`config.mk`:
```
export PLATFORM = sky130hd
export DESIGN_NAME = adder_pipelined
export DESIGN_NICKNAME = d
export VERILOG_FILES = /design/src/rtl/adder_pkg.sv /design/src/rtl/adder_segment.sv /design/src/rtl/adder_pipelined.sv
export SDC_FILE = /design/constraint.sdc
export NUM_CORES = 1
export LEC_CHECK = 0
export ABC_CLOCK_PERIOD_IN_PS = 28600
export CAP_MARGIN = 20
export CORE_UTILIZATION = 44
export DETAILED_ROUTE_END_ITERATION = 8
export DONT_BUFFER_PORTS = 1
export PLACE_DENSITY = 0.6
export SYNTH_ARGS = -nofsm -noshare
export SYNTH_HDL_FRONTEND = slang
export SYNTH_SLANG_ARGS = --single-unit
```
`constraint.sdc`:
```
create_clock -name clk -period 28.6 [get_ports clk]
set_input_delay 0 -clock clk [delete_from_list [all_inputs] [get_ports clk]]
set_output_delay 0 -clock clk [all_outputs]
set_load 0.005 [all_outputs]
```
`src/rtl/adder_pkg.sv`:
```
// adder_pkg: shared helpers for the carry-segmented pipelined adder.
//   seg_width      - width of every segment except the last (ceil(width/stages))
//   last_seg_width - width left over for the final segment
//   clog2          - ceiling log2 helper
//   params_ok      - legal parameter range check, evaluated at elaboration
package adder_pkg;

  localparam int MIN_WIDTH = 1;
  localparam int MAX_WIDTH = 1024;

  function automatic int clog2(input int n);
    int r;
    r = 0;
    for (int i = 0; i < 31; i++) begin
      if ((1 << i) < n) r = i + 1;
    end
    return r;
  endfunction

  function automatic int seg_width(input int width, input int stages);
    return (width + stages - 1) / stages;
  endfunction

  function automatic int last_seg_width(input int width, input int stages);
    return width - (stages - 1) * seg_width(width, stages);
  endfunction

  function automatic bit params_ok(input int width, input int stages);
    return (width >= MIN_WIDTH) && (width <= MAX_WIDTH) &&
           (stages >= 1) && (stages <= width) &&
           (last_seg_width(width, stages) >= 1);
  endfunction

endpackage

```
`src/rtl/adder_segment.sv`:
```
// adder_segment: one W-bit carry-chain slice with registered sum and carry-out.
// Ports:
//   clk    - rising-edge clock
//   i_clr  - synchronous clear of the registered outputs (used only where the
//            slice drives the block output directly)
//   i_en   - load enable (pipeline advance)
//   i_a    - operand A slice
//   i_b    - operand B slice (already inverted for subtraction)
//   i_cin  - carry-in from the previous segment
//   o_sum  - registered slice sum
//   o_cout - registered slice carry-out
module adder_segment
  import adder_pkg::*;
#(
  parameter int W = 8
) (
  input  logic         clk,
  input  logic         i_clr,
  input  logic         i_en,
  input  logic [W-1:0] i_a,
  input  logic [W-1:0] i_b,
  input  logic         i_cin,
  output logic [W-1:0] o_sum,
  output logic         o_cout
);

  logic [W:0]   w_full;
  logic [W-1:0] r_sum;
  logic         r_cout;

  assign w_full = {1'b0, i_a} + {1'b0, i_b} + {{W{1'b0}}, i_cin};

  always_ff @(posedge clk) begin
    if (i_clr) begin
      r_sum  <= '0;
      r_cout <= 1'b0;
    end else if (i_en) begin
      r_sum  <= w_full[W-1:0];
      r_cout <= w_full[W];
    end
  end

  assign o_sum  = r_sum;
  assign o_cout = r_cout;

endmodule

```
`src/rtl/adder_pipelined.sv`:
```
// adder_pipelined: WIDTH-bit adder split into STAGES carry segments, one
// pipeline stage per segment, with valid/ready flow control.
// Optional feature macro: ADDER_SUB_EN (adds the sub port; a - b when sub = 1).
// Ports:
//   clk       - rising-edge clock
//   reset     - synchronous active-high reset (valid bits and out_sum)
//   in_valid  - operand pair present
//   in_ready  - operands accepted this cycle (= pipeline advance)
//   a, b      - WIDTH-bit operands
//   sub       - subtract select (only with ADDER_SUB_EN)
//   out_valid - out_sum holds a result
//   out_ready - downstream accepts the result
//   out_sum   - WIDTH+1-bit result, bit WIDTH is the final carry-out
// Latency is STAGES+1 cycles: stage 0 registers operands, stage k (1..STAGES)
// adds segment k-1. Upper operand bits ride skew registers until their
// segment's stage, finished low sum bits ride deskew registers to the output.
module adder_pipelined
  import adder_pkg::*;
#(
  parameter int WIDTH  = 109,
  parameter int STAGES = 4
) (
  input  logic             clk,
  input  logic             reset,
  input  logic             in_valid,
  output logic             in_ready,
  input  logic [WIDTH-1:0] a,
  input  logic [WIDTH-1:0] b,
`ifdef ADDER_SUB_EN
  input  logic             sub,
`endif
  output logic             out_valid,
  input  logic             out_ready,
  output logic [WIDTH:0]   out_sum
);

  localparam int SEG  = seg_width(WIDTH, STAGES);
  localparam int LAST = last_seg_width(WIDTH, STAGES);

  if (!params_ok(WIDTH, STAGES)) begin : g_param_err
    $error("adder_pipelined: illegal WIDTH/STAGES combination");
  end

  logic             w_advance;
  logic [STAGES:0]  r_vld;
  logic [WIDTH-1:0] r_a_p0;
  logic [WIDTH-1:0] r_b_p0;
  logic [STAGES:0]  w_cy;
  logic [WIDTH-1:0] w_sum;

  assign w_advance = !r_vld[STAGES] | out_ready;
  assign in_ready  = w_advance;
  assign out_valid = r_vld[STAGES];
  assign out_sum   = {w_cy[STAGES], w_sum};

  // valid shift register: bit k is the valid of stage k
  always_ff @(posedge clk) begin
    if (reset) begin
      r_vld <= '0;
    end else if (w_advance) begin
      r_vld <= {r_vld[STAGES-1:0], in_valid};
    end
  end

  // stage 0: operand capture
`ifdef ADDER_SUB_EN
  logic r_sub_p0;
  always_ff @(posedge clk) begin
    if (w_advance) begin
      r_a_p0   <= a;
      r_b_p0   <= sub ? ~b : b;
      r_sub_p0 <= sub;
    end
  end
  assign w_cy[0] = r_sub_p0;
`else
  always_ff @(posedge clk) begin
    if (w_advance) begin
      r_a_p0 <= a;
      r_b_p0 <= b;
    end
  end
  assign w_cy[0] = 1'b0;
`endif

  // stages 1..STAGES: segment j is added in stage j+1
  for (genvar j = 0; j < STAGES; j++) begin : g_seg
    localparam int WJ   = (j == STAGES - 1) ? LAST : SEG;
    localparam int LO   = j * SEG;
    localparam int NDSK = STAGES - 1 - j;

    logic [WJ-1:0] w_a_seg;
    logic [WJ-1:0] w_b_seg;
    logic [WJ-1:0] w_seg_sum;

    if (j == 0) begin : g_noskew
      assign w_a_seg = r_a_p0[LO +: WJ];
      assign w_b_seg = r_b_p0[LO +: WJ];
    end else begin : g_skew
      logic [WJ-1:0] r_a_dly [j];
      logic [WJ-1:0] r_b_dly [j];
      always_ff @(posedge clk) begin
        if (w_advance) begin
          r_a_dly[0] <= r_a_p0[LO +: WJ];
          r_b_dly[0] <= r_b_p0[LO +: WJ];
          for (int d = 1; d < j; d++) begin
            r_a_dly[d] <= r_a_dly[d-1];
            r_b_dly[d] <= r_b_dly[d-1];
          end
        end
      end
      assign w_a_seg = r_a_dly[j-1];
      assign w_b_seg = r_b_dly[j-1];
    end

    adder_segment #(.W(WJ)) u_seg (
      .clk    (clk),
      .i_clr  ((NDSK == 0) && reset),
      .i_en   (w_advance),
      .i_a    (w_a_seg),
      .i_b    (w_b_seg),
      .i_cin  (w_cy[j]),
      .o_sum  (w_seg_sum),
      .o_cout (w_cy[j+1])
    );

    if (NDSK == 0) begin : g_nodsk
      assign w_sum[LO +: WJ] = w_seg_sum;
    end else begin : g_dsk
      logic [WJ-1:0] w_dsk_in;
      logic [WJ-1:0] r_dsk_out;
      if (NDSK > 1) begin : g_chain
        logic [WJ-1:0] r_dsk [NDSK-1];
        always_ff @(posedge clk) begin
          if (w_advance) begin
            r_dsk[0] <= w_seg_sum;
            for (int d = 1; d < NDSK - 1; d++) begin
              r_dsk[d] <= r_dsk[d-1];
            end
          end
        end
        assign w_dsk_in = r_dsk[NDSK-2];
      end else begin : g_direct
        assign w_dsk_in = w_seg_sum;
      end
      // output-row register is part of out_sum, so it clears on reset
      always_ff @(posedge clk) begin
        if (reset) begin
          r_dsk_out <= '0;
        end else if (w_advance) begin
          r_dsk_out <= w_dsk_in;
        end
      end
      assign w_sum[LO +: WJ] = r_dsk_out;
    end
  end

endmodule

```
* Word level (Yosys, flattened, before mapping)
Memory sizes are Yosys's and may differ from the RTL's. A register that Yosys moved wholly into a read port is not among the register bits. Index checks and enable logic that the tools add are counted.
Word-level totals: bits in registers 364, bits in writable memories 402, bits of input ports 222, logic and storage cells 31, memories 8
Operators by class: $add $sub $neg 7, muxes and demuxes 2, bitwise logic cells 1, reduce and logical (&&, ||, !) cells 1
Memories:
- g_seg[3].g_skew.r_a_dly | words 3, width 25, read ports 3, clocked after memory_dff 0, write ports 3, line adder_pipelined.sv:100 | logic [WJ-1:0] r_a_dly [j];
- g_seg[3].g_skew.r_b_dly | words 3, width 25, read ports 3, clocked after memory_dff 0, write ports 3, line adder_pipelined.sv:101 | logic [WJ-1:0] r_b_dly [j];
- g_seg[0].g_dsk.g_chain.r_dsk | words 2, width 28, read ports 2, clocked after memory_dff 1, write ports 2, line adder_pipelined.sv:133 | logic [WJ-1:0] r_dsk [NDSK-1];
- g_seg[2].g_skew.r_a_dly | words 2, width 28, read ports 2, clocked after memory_dff 0, write ports 2, line adder_pipelined.sv:100
- g_seg[2].g_skew.r_b_dly | words 2, width 28, read ports 2, clocked after memory_dff 0, write ports 2, line adder_pipelined.sv:101
- g_seg[1].g_dsk.g_chain.r_dsk | words 1, width 28, read ports 1, clocked after memory_dff 1, write ports 1, line adder_pipelined.sv:133
- 2 more memories
Operators with widths (number):
- $add 28x28->29 | 3
- $add 29x1->29 | 2
- $add 25x25->26 | 1
- $add 26x1->26 | 1
- $mux 1 | 2
- $logic_not 1->1 | 1
- $or 1x1->1 | 1

* Logic depth before layout (Yosys ltp)
Gate-level depths: netlist (run 1).
depth after elaboration 4, gate-level depth with buffers 11, depth with buffers taken out 11

* Cells and area by module
A second synthesis (run 1) with hierarchy kept.
Unflattened totals: cells, all modules 2278, area, all modules 32685.1 um^2
Modules (own cells, without submodules):
- adder_pipelined | times used 1, cells an instance 1022, area an instance 22619.2 um^2
- adder_segment at g_seg[1].u_seg ... | times used 2, cells an instance 331, area an instance 2617.5 um^2
- adder_segment at g_seg[0].u_seg | times used 1, cells an instance 304, area an instance 2512.4 um^2
- adder_segment at g_seg[3].u_seg | times used 1, cells an instance 290, area an instance 2318.5 um^2

* Worst setup path after synthesis (run 1)
No wires, ideal clock.
path kind flip-flop to flip-flop, start point reg r_vld[4], end point mem g_seg[0].g_dsk.g_chain.r_dsk[0][0] in the netlist's numbering (enable), library setup time 1346 ps, arrival time 20037 ps, data required time 27254 ps, slack 7218 ps, stages on the path, launching flop included 5, path through dfxtp_1 -> nor2b_1 -> inv_2 -> clkbuf_1 -> buf_1
RTL lines:
- start: declaration | line adder_pipelined.sv:45 | logic [STAGES:0] r_vld;
- start signal: assignment | line adder_pipelined.sv:61 | r_vld <= {r_vld[STAGES-1:0], in_valid};
- end: declaration | line adder_pipelined.sv:133

* Worst setup path after layout (run 1)
start point reg r_vld[4], end point reg g_seg[3].u_seg.r_sum[10]
On the way: longest elaborated chain between the ends 2
RTL lines:
- $logic_not 1->1 | line adder_pipelined.sv:51 | assign w_advance = !r_vld[STAGES] | out_ready;
- $or 1x1->1 | line adder_pipelined.sv:51
- end signal: assignment | line adder_segment.sv:38 | r_sum <= w_full[W-1:0];
- end: declaration | line adder_segment.sv:28 | logic [W-1:0] r_sum;
Every way passes these cells. A chain may end at the register's enable or synchronous reset.

==> impl_metrics.tcl, run 1 <==
set metrics [dict create \
    route.met3.wl_um 4199 \
    postRouteAntennaNets 0 \
    rsz0062_at_grt "false" \
    number_of_flops_mapped_to_enable_cells_by_yosys 707 \
    timing_worst_slew_pin_value_ns 1.037 \
    pin_count_of_the_biggest_net_entering_global_routing 190 \
    power_per_cell_area_nw_per_um2 73.92 \
    tritoncts "done" \
    final.min_clock_period_ns 4.241 \
    worst_setup_hold_path_clk_slew_ns 0.06 \
    yosys_warn_count 0 \
    synthFlopType "sky130_fd_sc_hd__edfxtp_1" \
    vdd_drop_max_uv 64.20 \
    die_height_um 267.0 \
    post_cts_hold_buffer_count 378 \
    cts_resized 0 \
    insertion_delay_ns 0.64 \
    r2r_cells 8 \
    floorplan.core_area_sq_um 69070 \
    report.final.slew_viol_count 0 \
    finalWirelength_um 61470 \
    crit_type "flop to flop" \
    synth_top_area_share_pct 68.72 \
    wl_met2_um 29940 \
    rows 96 \
    routed_wire_length_per_instance_um 18.01 \
    grt_overflow_total 0 \
    wire_length_of_the_first_global_routing_pass_um 94140 \
    syn_inst_count 1989 \
    reg2reg_slack_ns 24.36 \
    postPlaceCellArea_sq_um 31880 \
    hold_path_depth 1 \
    timing.max_cap.violations 0 \
    worst_path_largest_cell_delay_ns 0.92 \
    whs_endpoint "r_a_p0[29]" \
    worstReg2RegStart "r_vld[4]" \
    post-synth-top-area-cell "sky130_fd_sc_hd__edfxtp_1" \
    cts_root_buf "sky130_fd_sc_hd__clkbuf_16" \
    m1WireLength_um 25230 \
    io_buffers 0 \
    htree_levels 3 \
    worst_hold_startpoint "a[29]" \
    hold_path_class "input port to flop" \
    setup-violations-final 0 \
    number_of_sinks_on_the_clock_net 822 \
    timing.critical_path.slowest_stage_cell "sky130_fd_sc_hd__buf_4" \
    worst_clock_skew_ns 0.04522 \
    data_required_critical_path_ns 29.14 \
    hold_viol 0 \
    share_of_the_core_filled_with_cells_pct 55.96 \
    critPathArrivalTime_ns 4.79 \
    highest-signal-layer "met5" \
    postCtsSetupBuffers 0 \
    final_net_count 2737 \
    endpoint_kind "flop" \
    initial_cell_density_of_the_core_pct 44.73 \
    finalCritPeriodShare_pct 14.83 \
    finalNonFillerCells 3413 \
    timing.critical_path.max_delay_family "buffers and inverters" \
    global_route.usage.total_pct 16.99 \
    total_leakage_power_uw 0.01483 \
    max-slew-margin-rel_pct 30.84 \
    timing.critical_path.buf_inv 5 \
    synth_async_sr_flop_share_pct 0 \
    postSynthNetCount 2324 \
    drt_drc_violations_left 0 \
    io_pins 334 \
    final_cell_area_sq_um 38650 \
    floorplan.die.width_um 267.0 \
    outcome "finished clean" \
    drt_iter0_drc 1234 \
    fraction_of_layout_instances_using_a_drive_strength_above_1_pct 6.949 \
    synth.top_cells.by_area "sky130_fd_sc_hd__edfxtp_1 69%, sky130_fd_sc_hd__dfxtp_1 7.5%, sky130_fd_sc_hd__ha_1 4.3%" \
    cts.path.max_buffers 3 \
    area_growth_pct 25.11 \
    timing.hold.ws_ns 0.03234 \
    vias 17500 \
    critPathMaxFanout 189 \
    crit-reg2reg-capture "g_seg[3].u_seg.o_sum[10]" \
    startpoint_type "flop" \
    seq_area_frac_synth_pct 76.17 \
    cts_inserted_buffers 86 \
    fill_cells 5346 \
    drt-pass1-iter-count 6 \
    number_of_distinct_library_cells_after_synthesis 78 \
    placed_cells_incl_taps 2860 \
    gpl.final_weighted_congestion 0.8662 \
    crit_chain "nor2b_4 > buf_12 > inv_8 > buf_4 > buf_12 > buf_4 > o21ai_0 > a21oi_1" \
    via_count_of_the_first_global_routing_pass 17530 \
    grt_antenna_before_repair 16 \
    synth.ff_latch_count 822 \
    hpwlAfterDp_um 36610 \
    fmax_mhz 235.8 \
    fp.dieArea_sq_um 71280 \
    syn-cell-area_sq_um 30890 \
    fin_tns_setup_ns 0 \
    synth.avg_cell_area_sq_um 15.53 \
    post_drt_via_cell_ratio 5.128 \
]
-- layout by cell type, fill, tap and decap left out, types with 8 or more instances in the layout --
master and instances:
sky130_fd_sc_hd__a211oi_1 20, sky130_fd_sc_hd__xor2_1 24, sky130_fd_sc_hd__xnor2_1 62, sky130_fd_sc_hd__edfxtp_1 707
sky130_fd_sc_hd__o21ai_0 42, sky130_fd_sc_hd__o21ai_1 10, sky130_fd_sc_hd__clkinv_2 20, sky130_fd_sc_hd__nand2_1 239
sky130_fd_sc_hd__a22o_1 8, sky130_fd_sc_hd__clkbuf_1 21, sky130_fd_sc_hd__nand3_1 19, sky130_fd_sc_hd__dfxtp_1 115
sky130_fd_sc_hd__a31oi_1 9, sky130_fd_sc_hd__inv_1 26, sky130_fd_sc_hd__a21o_1 53, sky130_fd_sc_hd__nor3_1 11
sky130_fd_sc_hd__nand2b_1 17, sky130_fd_sc_hd__o21a_1 15, sky130_fd_sc_hd__and3_1 16, sky130_fd_sc_hd__dlygate4sd3_1 380
sky130_fd_sc_hd__ha_1 106, sky130_fd_sc_hd__a21oi_1 207, sky130_fd_sc_hd__nor2b_1 8, sky130_fd_sc_hd__nor2_1 67
sky130_fd_sc_hd__o21bai_1 15, sky130_fd_sc_hd__nand4_1 12, sky130_fd_sc_hd__clkbuf_16 88
-- flip-flops by register name, indices dropped and copies added (netlist names) --
name,count
g_seg.u_seg.o_cout,4
g_seg.g_dsk.r_dsk_out,84
g_seg.u_seg.o_sum,109
g_seg.g_skew.r_a_dly,159
g_seg.g_dsk.g_chain.r_dsk,84
g_seg.g_skew.r_b_dly,159
r_vld,5
r_a_p0,109
r_b_p0,109
-- metrics by stage --
| stage | total power [uW] | setup slack (ns) |
|---|---|---|
| after detailed placement | 1732 | 23.60 |
| after CTS | 2879 | 23.58 |
| after global placement | 1725 | 23.71 |
| after global routing | 2973 | 23.97 |
| final | 2857 | 24.36 |
| after floorplan | 1672 | 7.218 |
-- worst reg2reg max path, cell delays in order, from the launching register on --
cell and delay [ns]:
sky130_fd_sc_hd__dfxtp_1 0.33, sky130_fd_sc_hd__nor2b_4 0.14, sky130_fd_sc_hd__buf_12 0.24, sky130_fd_sc_hd__inv_8 0.82, sky130_fd_sc_hd__buf_4 0.47, sky130_fd_sc_hd__buf_12 0.69
sky130_fd_sc_hd__buf_4 1.05, sky130_fd_sc_hd__o21ai_0 0.25, sky130_fd_sc_hd__a21oi_1 0.19
-- cell usage after synthesis, types with 4 or more instances --
library cell,count
sky130_fd_sc_hd__a21o_1,53
sky130_fd_sc_hd__dfxtp_1,115
sky130_fd_sc_hd__a21oi_1,207
sky130_fd_sc_hd__a211oi_1,20
sky130_fd_sc_hd__and3_1,16
sky130_fd_sc_hd__xor2_1,24
sky130_fd_sc_hd__buf_2,4
sky130_fd_sc_hd__buf_1,5
sky130_fd_sc_hd__o31ai_1,7
sky130_fd_sc_hd__o21bai_1,15
sky130_fd_sc_hd__nor2_1,67
sky130_fd_sc_hd__nand4_1,12
sky130_fd_sc_hd__o211ai_1,7
sky130_fd_sc_hd__and2_1,4
sky130_fd_sc_hd__nand3_1,19
sky130_fd_sc_hd__edfxtp_1,707
sky130_fd_sc_hd__fa_1,7
sky130_fd_sc_hd__ha_1,106
sky130_fd_sc_hd__o21a_1,15
sky130_fd_sc_hd__xnor2_1,62
sky130_fd_sc_hd__a22o_1,8
sky130_fd_sc_hd__nand2_1,239
sky130_fd_sc_hd__nor2b_1,9
sky130_fd_sc_hd__o21ai_1,10
sky130_fd_sc_hd__nor4_1,5
sky130_fd_sc_hd__o21ai_0,42
sky130_fd_sc_hd__nand2b_1,17
sky130_fd_sc_hd__inv_1,26
sky130_fd_sc_hd__or3_1,7
sky130_fd_sc_hd__nor3_1,11
sky130_fd_sc_hd__a31oi_1,9
sky130_fd_sc_hd__a211o_1,6
sky130_fd_sc_hd__clkbuf_1,55
-- power breakdown --
| group | internal, uW | switching [uW] | leakage (uW) |
|---|---|---|---|
| Combinational | 121 | 129 | 0.00500 |
| Clock | 649 | 448 | 0.00139 |
| Sequential | 1450 | 60.5 | 0.00843 |
-- logic make-up after synthesis --
logic type	Yosys count	share of synthesized area [%]
multiplexers	3	0.1013
XOR/XNOR	86	2.438
buffers and inverters	94	1.207
AND/OR/NAND/NOR	421	6.010
adder cells (fa/ha/maj)	113	4.747
AO/OA/AOI/OAI	450	9.323
flip-flops	822	76.17
-- area by class of cell --
| type | count | area, sq um | area share [%] |
|---|---|---|---|
| antenna | 7 | 17.52 | 0.04532 |
| clock buffer | 116 | 2377 | 6.150 |
| clock inverter | 45 | 436.7 | 1.130 |
| inverter | 27 | 108.9 | 0.2816 |
| multi-input combinational | 1073 | 6995 | 18.10 |
| sequential | 822 | 23530 | 60.88 |
| tap | 931 | 1165 | 3.014 |
| timing repair buffer | 392 | 4019 | 10.40 |
-- how the worst max path moves through the flow --
stage	startpoint	to	slack [ns]	depth (start not counted)
2_1_floorplan	r_vld[4]	g_seg[0].g_dsk.g_chain.r_dsk[0][0]	7.22	4
3_3_place_gp	r_vld[4]	g_seg[3].u_seg.o_sum[10]	23.71	8
3_5_place_dp	r_vld[4]	g_seg[3].u_seg.o_sum[10]	23.60	8
4_1_cts	r_vld[4]	g_seg[3].u_seg.o_sum[10]	23.58	8
5_1_grt	r_vld[4]	g_seg[3].u_seg.o_sum[10]	23.97	8
6_report	r_vld[4]	g_seg[3].u_seg.o_sum[10]	24.36	8
-- metal layers --
| metal | vias up | GRT usage (%) |
|---|---|---|
| li1 | 8344 | - |
| met1 | 8474 | 20.61 |
| met2 | 505 | 28.24 |
| met3 | 158 | 5.351 |
| met4 | 20 | 6.539 |
| met5 | - | 0 |
Power figures use the tool's default switching activity.
==> inputs of run 2 (changes only) <==
Settings changed: ABC_AREA set to 1, ABC_CLOCK_PERIOD_IN_PS 28600 to 3600, PLACE_DENSITY 0.6 to 0.62.
Clock period 28.6 ns to 3.6 ns, I/O delays scaled along.
==> run 2 against run 1 <==
- maximum frequency is 72% higher
- global-route usage is 3.5 points higher
- synthesized cell count is 25% higher
- largest cell class unchanged
==> impl_metrics.tcl, run 2 <==
set metrics [dict create \
    seq_area_frac_synth_pct 73.19 \
    io_pins 334 \
    initial_cell_density_of_the_core_pct 44.75 \
    gpl.final_weighted_congestion 0.9597 \
    wire_length_of_the_first_global_routing_pass_um 115700 \
    grt_busiest_layer "met2" \
    finalCritPeriodShare_pct 68.48 \
    final_cell_area_sq_um 40440 \
    drt_drc_violations_left 0 \
    area_growth_pct 25.77 \
    grt_antenna_before_repair 7 \
    whs_endpoint "r_b_p0[108]" \
    worst_clock_skew_ns 0.01876 \
    vias 20160 \
    io_buffers 0 \
    syn-cell-area_sq_um 32150 \
    timing.critical_path.max_delay_family "adder cells" \
    insertion_delay_ns 0.62 \
    postPlaceCellArea_sq_um 33510 \
    worstReg2RegStart "g_seg[2].g_skew.r_b_dly[0][28]" \
    pin_count_of_the_biggest_net_entering_global_routing 97 \
    routed_wire_length_per_instance_um 19.02 \
    total_leakage_power_uw 0.01662 \
    outcome "finished clean" \
    power_per_cell_area_nw_per_um2 580.9 \
    rows 98 \
    rsz0062_at_grt "false" \
    fin_tns_setup_ns 0 \
    register_area_sq_um 23530 \
    floorplan.die.width_um 272.3 \
    timing.critical_path.slowest_stage_cell "sky130_fd_sc_hd__fa_1" \
    crit_type "flop to flop" \
    drt_iter0_drc 1764 \
    post_drt_via_cell_ratio 5.033 \
    report.final.slew_viol_count 0 \
    hpwlAfterDp_um 50290 \
    layout_common_cells "707 x sky130_fd_sc_hd__edfxtp_1, 412 x sky130_fd_sc_hd__dlygate4sd3_1, 408 x sky130_fd_sc_hd__nand2_1" \
    die_height_um 272.3 \
    setup-violations-final 0 \
    synth_async_sr_flop_share_pct 0 \
    syn_inst_count 2496 \
    crit-reg2reg-capture "g_seg[2].u_seg.o_sum[24]" \
    timing.critical_path.buf_inv 0 \
    multiInputGateArea_sq_um 7696 \
    hold_path_class "input port to flop" \
    synth.top_cells.by_area "sky130_fd_sc_hd__edfxtp_1 66%, sky130_fd_sc_hd__dfxtp_1 7.2%, sky130_fd_sc_hd__nand2_1 4.8%" \
    via_count_of_the_first_global_routing_pass 20200 \
    synth.ff_latch_count 822 \
    data_required_critical_path_ns 3.98 \
    yosys_warn_count 0 \
    critPathArrivalTime_ns 2.84 \
    number_of_sinks_on_the_clock_net 822 \
    cts_inserted_buffers 85 \
    final_net_count 3318 \
    endpoint_kind "flop" \
    final.min_clock_period_ns 2.465 \
    synth.avg_cell_area_sq_um 12.88 \
    postCtsSetupBuffers 0 \
    reg2reg_slack_ns 1.13 \
    synthMostInstantiatedCell "sky130_fd_sc_hd__edfxtp_1" \
    crit_chain "fa_1 > fa_1 > nand3_1 > nand2_1 > and2_4 > o21ai_0 > nand3_1 > nand2_1 > nand2_1" \
    number_of_flops_mapped_to_enable_cells_by_yosys 707 \
    htree_levels 3 \
    grt_use_met1_pct 26.11 \
    postRouteAntennaNets 0 \
    largest_registers "g_seg.g_skew.r_a_dly x159, g_seg.g_skew.r_b_dly x159" \
    tritoncts "done" \
    postSynthNetCount 2831 \
    cts.path.max_buffers 3 \
    fp.dieArea_sq_um 74160 \
    cts_root_buf "sky130_fd_sc_hd__clkbuf_16" \
    hold_path_depth 2 \
    worst_setup_hold_path_clk_slew_ns 0.06 \
    global_route.usage.total_pct 20.50 \
    synth_top_area_share_pct 66.03 \
    drt-pass1-iter-count 6 \
    layout_commonest_cell "sky130_fd_sc_hd__edfxtp_1" \
    critPathMaxFanout 4 \
    vdd_drop_max_uv 535.9 \
    synth_top_cells_by_count "707 x sky130_fd_sc_hd__edfxtp_1, 408 x sky130_fd_sc_hd__nand2_1, 309 x sky130_fd_sc_hd__nor2_1" \
    grtUsageMet3_pct 4.038 \
    startpoint_type "flop" \
    r2r_cells 9 \
    worst_hold_startpoint "out_ready" \
    timing.max_cap.violations 0 \
    fill_cells 5826 \
    global_route.usage.met2_pct 35.10 \
    timing_worst_slew_pin_value_ns 1.062 \
    fraction_of_layout_instances_using_a_drive_strength_above_1_pct 7.070 \
    finalWirelength_um 76190 \
    number_of_distinct_library_cells_after_synthesis 39 \
    hold_viol 0 \
    floorplan.core_area_sq_um 71850 \
    grt_overflow_total 0 \
    max-slew-margin-rel_pct 29.22 \
    worst_path_largest_cell_delay_ns 0.48 \
    fmax_mhz 405.7 \
    path_common_cell "sky130_fd_sc_hd__nand2_1" \
    synthFlopType "sky130_fd_sc_hd__edfxtp_1" \
    post-synth-top-area-cell "sky130_fd_sc_hd__edfxtp_1" \
]
run 2: cell types whose count changed in the layout (fill, tap and decap cells not counted), moves of 32 or more:
cell	change
sky130_fd_sc_hd__a21o_1	-42
sky130_fd_sc_hd__a21oi_1	-91
sky130_fd_sc_hd__dlygate4sd3_1	+32
sky130_fd_sc_hd__inv_1	+174
sky130_fd_sc_hd__nand2_1	+169
sky130_fd_sc_hd__nand3_1	+90
sky130_fd_sc_hd__nor2_1	+242
sky130_fd_sc_hd__o21ai_0	+123
sky130_fd_sc_hd__xnor2_1	-55
run 2: per-layer routing:
| metal | wire (um) | vias up |
|---|---|---|
| li1 | - | 9737 |
| met1 | 32010 | 9704 |
| met2 | 37800 | 579 |
| met3 | 4392 | 130 |
| met4 | 1924 | 12 |
| met5 | 71 | - |
run 2: cell families (layout without fill, tap and decap cells):
family	after synthesis	after routing	synth area share, %
and+or+nand+nor	933	933	12.31
DFF	822	822	73.19
AOI/OAI and AO/OA	324	324	5.374
buffers and inverters	242	801	2.872
adders and majority gates	113	113	4.561
xor gates and xnor gates	62	62	1.689
other	0	1	0
run 2: repair_timing:
action	4_1_cts	5_1_grt
hold buffers	412	0
hold endpoints to repair	220	0
resized for setup	0	0
run 2: power by group:
| group | internal, uW | switching (uW) |
|---|---|---|
| combinational | 982 | 1510 |
| clock | 5140 | 3680 |
| sequential | 11700 | 527 |
| total | 17800 | 5720 |
run 2: how the worst max path moves through the flow:
stage	startpoint	endpoint	cells past startpoint
2_1_floorplan	r_vld[4]	g_seg[0].g_dsk.g_chain.r_dsk[0][0]	4
3_3_place_gp	g_seg[2].g_skew.r_b_dly[0][28]	g_seg[2].u_seg.o_sum[24]	9
3_5_place_dp	g_seg[2].g_skew.r_b_dly[0][28]	g_seg[2].u_seg.o_sum[24]	9
4_1_cts	g_seg[2].g_skew.r_b_dly[0][28]	g_seg[2].u_seg.o_sum[24]	9
5_1_grt	g_seg[2].g_skew.r_b_dly[0][28]	g_seg[2].u_seg.o_sum[24]	9
6_report	g_seg[2].g_skew.r_b_dly[0][28]	g_seg[2].u_seg.o_sum[24]	9
run 2: final cells by class:
| type | instances | area share, % |
|---|---|---|
| diodes | 1 | 0.006188 |
| clock buffers | 115 | 5.845 |
| clock inverters | 44 | 1.086 |
| inverters | 205 | 1.925 |
| multi-input cells | 1432 | 19.03 |
| flip-flops and latches | 822 | 58.19 |
| well taps | 950 | 2.939 |
| repair buffers | 437 | 10.97 |
run 2: worst register-to-register path: cells and delay by family (launching register included):
family                   cells  cell delay (ns)
AND/OR/NAND/NOR              6             0.65
adder cells (fa/ha/maj)      2             0.96
AO/OA/AOI/OAI                1             0.23
flip-flops                   1             0.39
run 2: through the flow:
step	utilization, %	worst slack, ns	std cells	hold slack (ns)	power (uW)
2_1_floorplan	-	0.8309	2496	0.06907	13600
3_3_place_gp	46.63	1.139	3434	0.07293	14440
3_5_place_dp	46.63	1.142	3434	0.07505	14490
4_1_cts	56.27	1.135	4005	0.0004181	23620
5_1_grt	56.28	0.9661	4006	0.001227	24420
6_report	56.28	1.135	4006	0.02409	23490
==> inputs of run 3 (changes only) <==
Settings changed: ABC_CLOCK_PERIOD_IN_PS 3600 to 2000.
Clock period 3.6 ns to 2 ns, I/O delays scaled along.
==> run 3 against run 2 <==
- the flow now finishes with violations (setup timing)
- combinational power is 140% higher
- final cell count increased by 5.7%
- maximum frequency rose by 14%
- clock-buffer cell count is 9 lower
- power increased by 88%
- global-route usage up 1.3 points
- clock power rose by 84%
- sequential share of layout area decreased by 4.7 points
- critical path depth down 1
- sequential power grew 80%
==> impl_metrics.tcl, run 3 (synthesis results as in run 2) <==
set metrics [dict create \
    outcome "finished, violations left" \
    failing_checks "setup timing" \
    fmax_mhz 461.6 \
    io_buffers 0 \
    cts_root_buf "sky130_fd_sc_hd__clkbuf_16" \
    cts.path.max_buffers 3 \
    number_of_sinks_on_the_clock_net 822 \
    io_pins 334 \
    finalCritPeriodShare_pct 108.3 \
    hold_viol 0 \
    total_leakage_power_uw 0.01803 \
    report.final.slew_viol_count 0 \
    postPlaceCellArea_sq_um 35090 \
    timing.max_cap.violations 0 \
    grt_overflow_total 0 \
    cell_internal_pwr_uw 33230 \
    largest_registers "g_seg.g_skew.r_a_dly x159, g_seg.g_skew.r_b_dly x159" \
    floorplan.die.width_um 272.3 \
    postRouteAntennaNets 0 \
    netsw_uw 10970 \
    share_of_the_core_filled_with_cells_pct 61.17 \
    tritoncts "done" \
    critPathMaxFanout 4 \
    insertion_delay_ns 0.64 \
    via_count_of_the_first_global_routing_pass 21910 \
    final_cell_area_sq_um 43950 \
    layout_commonest_cell "sky130_fd_sc_hd__edfxtp_1" \
    initial_cell_density_of_the_core_pct 44.75 \
    hold_path_class "input port to flop" \
    worst_clock_skew_ns 0.02325 \
    final.min_clock_period_ns 2.166 \
    global_route.usage.total_pct 21.75 \
    finalWirelength_um 82560 \
    wire_length_of_the_first_global_routing_pass_um 123100 \
    critPathArrivalTime_ns 2.53 \
    fp.dieArea_sq_um 74160 \
    pin_count_of_the_biggest_net_entering_global_routing 97 \
    clkPwrFrac_pct 36.7 \
    grt_antenna_before_repair 6 \
    fill_cells 5445 \
    drt-pass1-iter-count 6 \
    data_required_critical_path_ns 2.37 \
    crit_type "flop to flop" \
    drt_iter0_drc 1568 \
    power.switching_fraction_pct 24.83 \
    drt_drc_violations_left 0 \
    gpl.final_weighted_congestion 0.9668 \
    setup-violations-final 40 \
    vias 21430 \
    worst_setup_hold_path_clk_slew_ns 0.06 \
    floorplan.core_area_sq_um 71850 \
    startpoint_type "flop" \
    rsz0062_at_grt "true" \
    power_per_cell_area_nw_per_um2 1006 \
    finalWorstSetupSlack_ns -0.1664 \
    cts_inserted_buffers 85 \
    htree_levels 3 \
    timing_worst_slew_pin_value_ns 0.7025 \
    part_of_the_power_in_registers_pct 49.9 \
    hpwlAfterDp_um 53200 \
    endpoint_kind "flop" \
    power_frac_comb_pct 13.4 \
    layout_common_cells "707 x sky130_fd_sc_hd__edfxtp_1, 415 x sky130_fd_sc_hd__dlygate4sd3_1, 356 x sky130_fd_sc_hd__nand2_1" \
    vdd_drop_max_uv 944.1 \
    final_net_count 3539 \
    rows 98 \
    area_growth_pct 36.70 \
    die_height_um 272.3 \
    max-slew-margin-rel_pct 52.67 \
    post_drt_via_cell_ratio 5.064 \
    routed_wire_length_per_instance_um 19.50 \
    fraction_of_layout_instances_using_a_drive_strength_above_1_pct 21.21 \
]
-- run 3: cell count changes in the layout (fill, tap and decap cells not counted), moves of 23 or more --
cell,before,now
sky130_fd_sc_hd__nor2_1,309,285
sky130_fd_sc_hd__ha_1,106,50
sky130_fd_sc_hd__nand3_2,2,37
sky130_fd_sc_hd__buf_4,15,202
sky130_fd_sc_hd__nand2_1,408,356
sky130_fd_sc_hd__a21oi_2,4,40
sky130_fd_sc_hd__nand2_2,21,52
sky130_fd_sc_hd__ha_4,0,37
sky130_fd_sc_hd__a21oi_1,116,75
sky130_fd_sc_hd__o21ai_0,165,142
sky130_fd_sc_hd__nand3_1,109,67
-- run 3: metal layers --
metal	vias up	GRT usage, %	share of wire (%)
li1	10180	-	-
met1	10410	26.71	40
met2	660	36.57	49
met3	178	5.739	7.0
met4	6	8.545	3.6
met5	-	0	0.036
-- run 3: power by group through the flow --
stage / logic (uW) / clock network [uW] / registers [uW]
5_1_grt: 6470 / 17200 / 22300
2_1_floorplan: 2710 / 0 / 21800
6_report: 5930 / 16200 / 22000
3_3_place_gp: 4340 / 0 / 22300
4_1_cts: 5250 / 16500 / 22000
3_5_place_dp: 4370 / 0 / 22300
-- run 3: worst paths after layout --
kind              cells after the start                        endpoint  slack, ns                      startpoint
hold reg to reg                       0  g_seg[3].g_skew.r_b_dly[0][50]       0.41  g_seg[3].g_skew.r_b_dly[0][25]
hold / removal                        1                      r_a_p0[50]       0.04                           a[50]
setup reg to reg                      8        g_seg[1].u_seg.o_sum[16]      -0.17           g_seg[0].u_seg.o_cout
setup / recovery                      8        g_seg[1].u_seg.o_sum[16]      -0.17           g_seg[0].u_seg.o_cout
-- run 3: repair_timing --
item / CTS / global route
resized for setup: 87 / 253
hold buffers: 413 / 2
pin swaps: 37 / 95
setup buffers: 9 / 25
setup endpoints to repair: 58 / 83
cloned: 0 / 2
hold endpoints to repair: 314 / 2
-- run 3: final cells by class --
class	instances	area [sq um]	share of cell area, %
diodes	6	15.01	0.03416
clock buffers	106	2256	5.133
clock inverters	54	645.6	1.469
inverters	205	784.5	1.785
multi-input cells	1432	9211	20.96
flip-flops and latches	822	23530	53.54
well taps	950	1189	2.704
repair buffers	656	6301	14.34
repair inverters	2	17.52	0.03985
-- run 3: critical path, cell delays in order (launching register included) --
cell                       delay [ns]
sky130_fd_sc_hd__edfxtp_1        0.43
sky130_fd_sc_hd__fa_2            0.43
sky130_fd_sc_hd__fa_2            0.38
sky130_fd_sc_hd__nand3_2         0.09
sky130_fd_sc_hd__nand2_4         0.07
sky130_fd_sc_hd__and2_4          0.17
sky130_fd_sc_hd__nor2_4          0.11
sky130_fd_sc_hd__o21ai_2         0.06
sky130_fd_sc_hd__xor2_1          0.16
-- run 3: per-stage QoR --
step | power [uW] | worst slack [ns] | hold WS [ns] | std cells | setup TNS, ns
floorplan | 24510 | -0.7411 | 0.06165 | 2496 | -530.36
global placement | 26610 | -0.1836 | 0.06849 | 3618 | -4.275
detailed placement | 26700 | -0.2304 | 0.07336 | 3618 | -4.974
CTS | 43790 | -0.1699 | 0.001173 | 4200 | -2.284
global route | 45930 | -0.2687 | 0.004986 | 4231 | -7.385
finish | 44210 | -0.1664 | 0.03762 | 4233 | -3.076
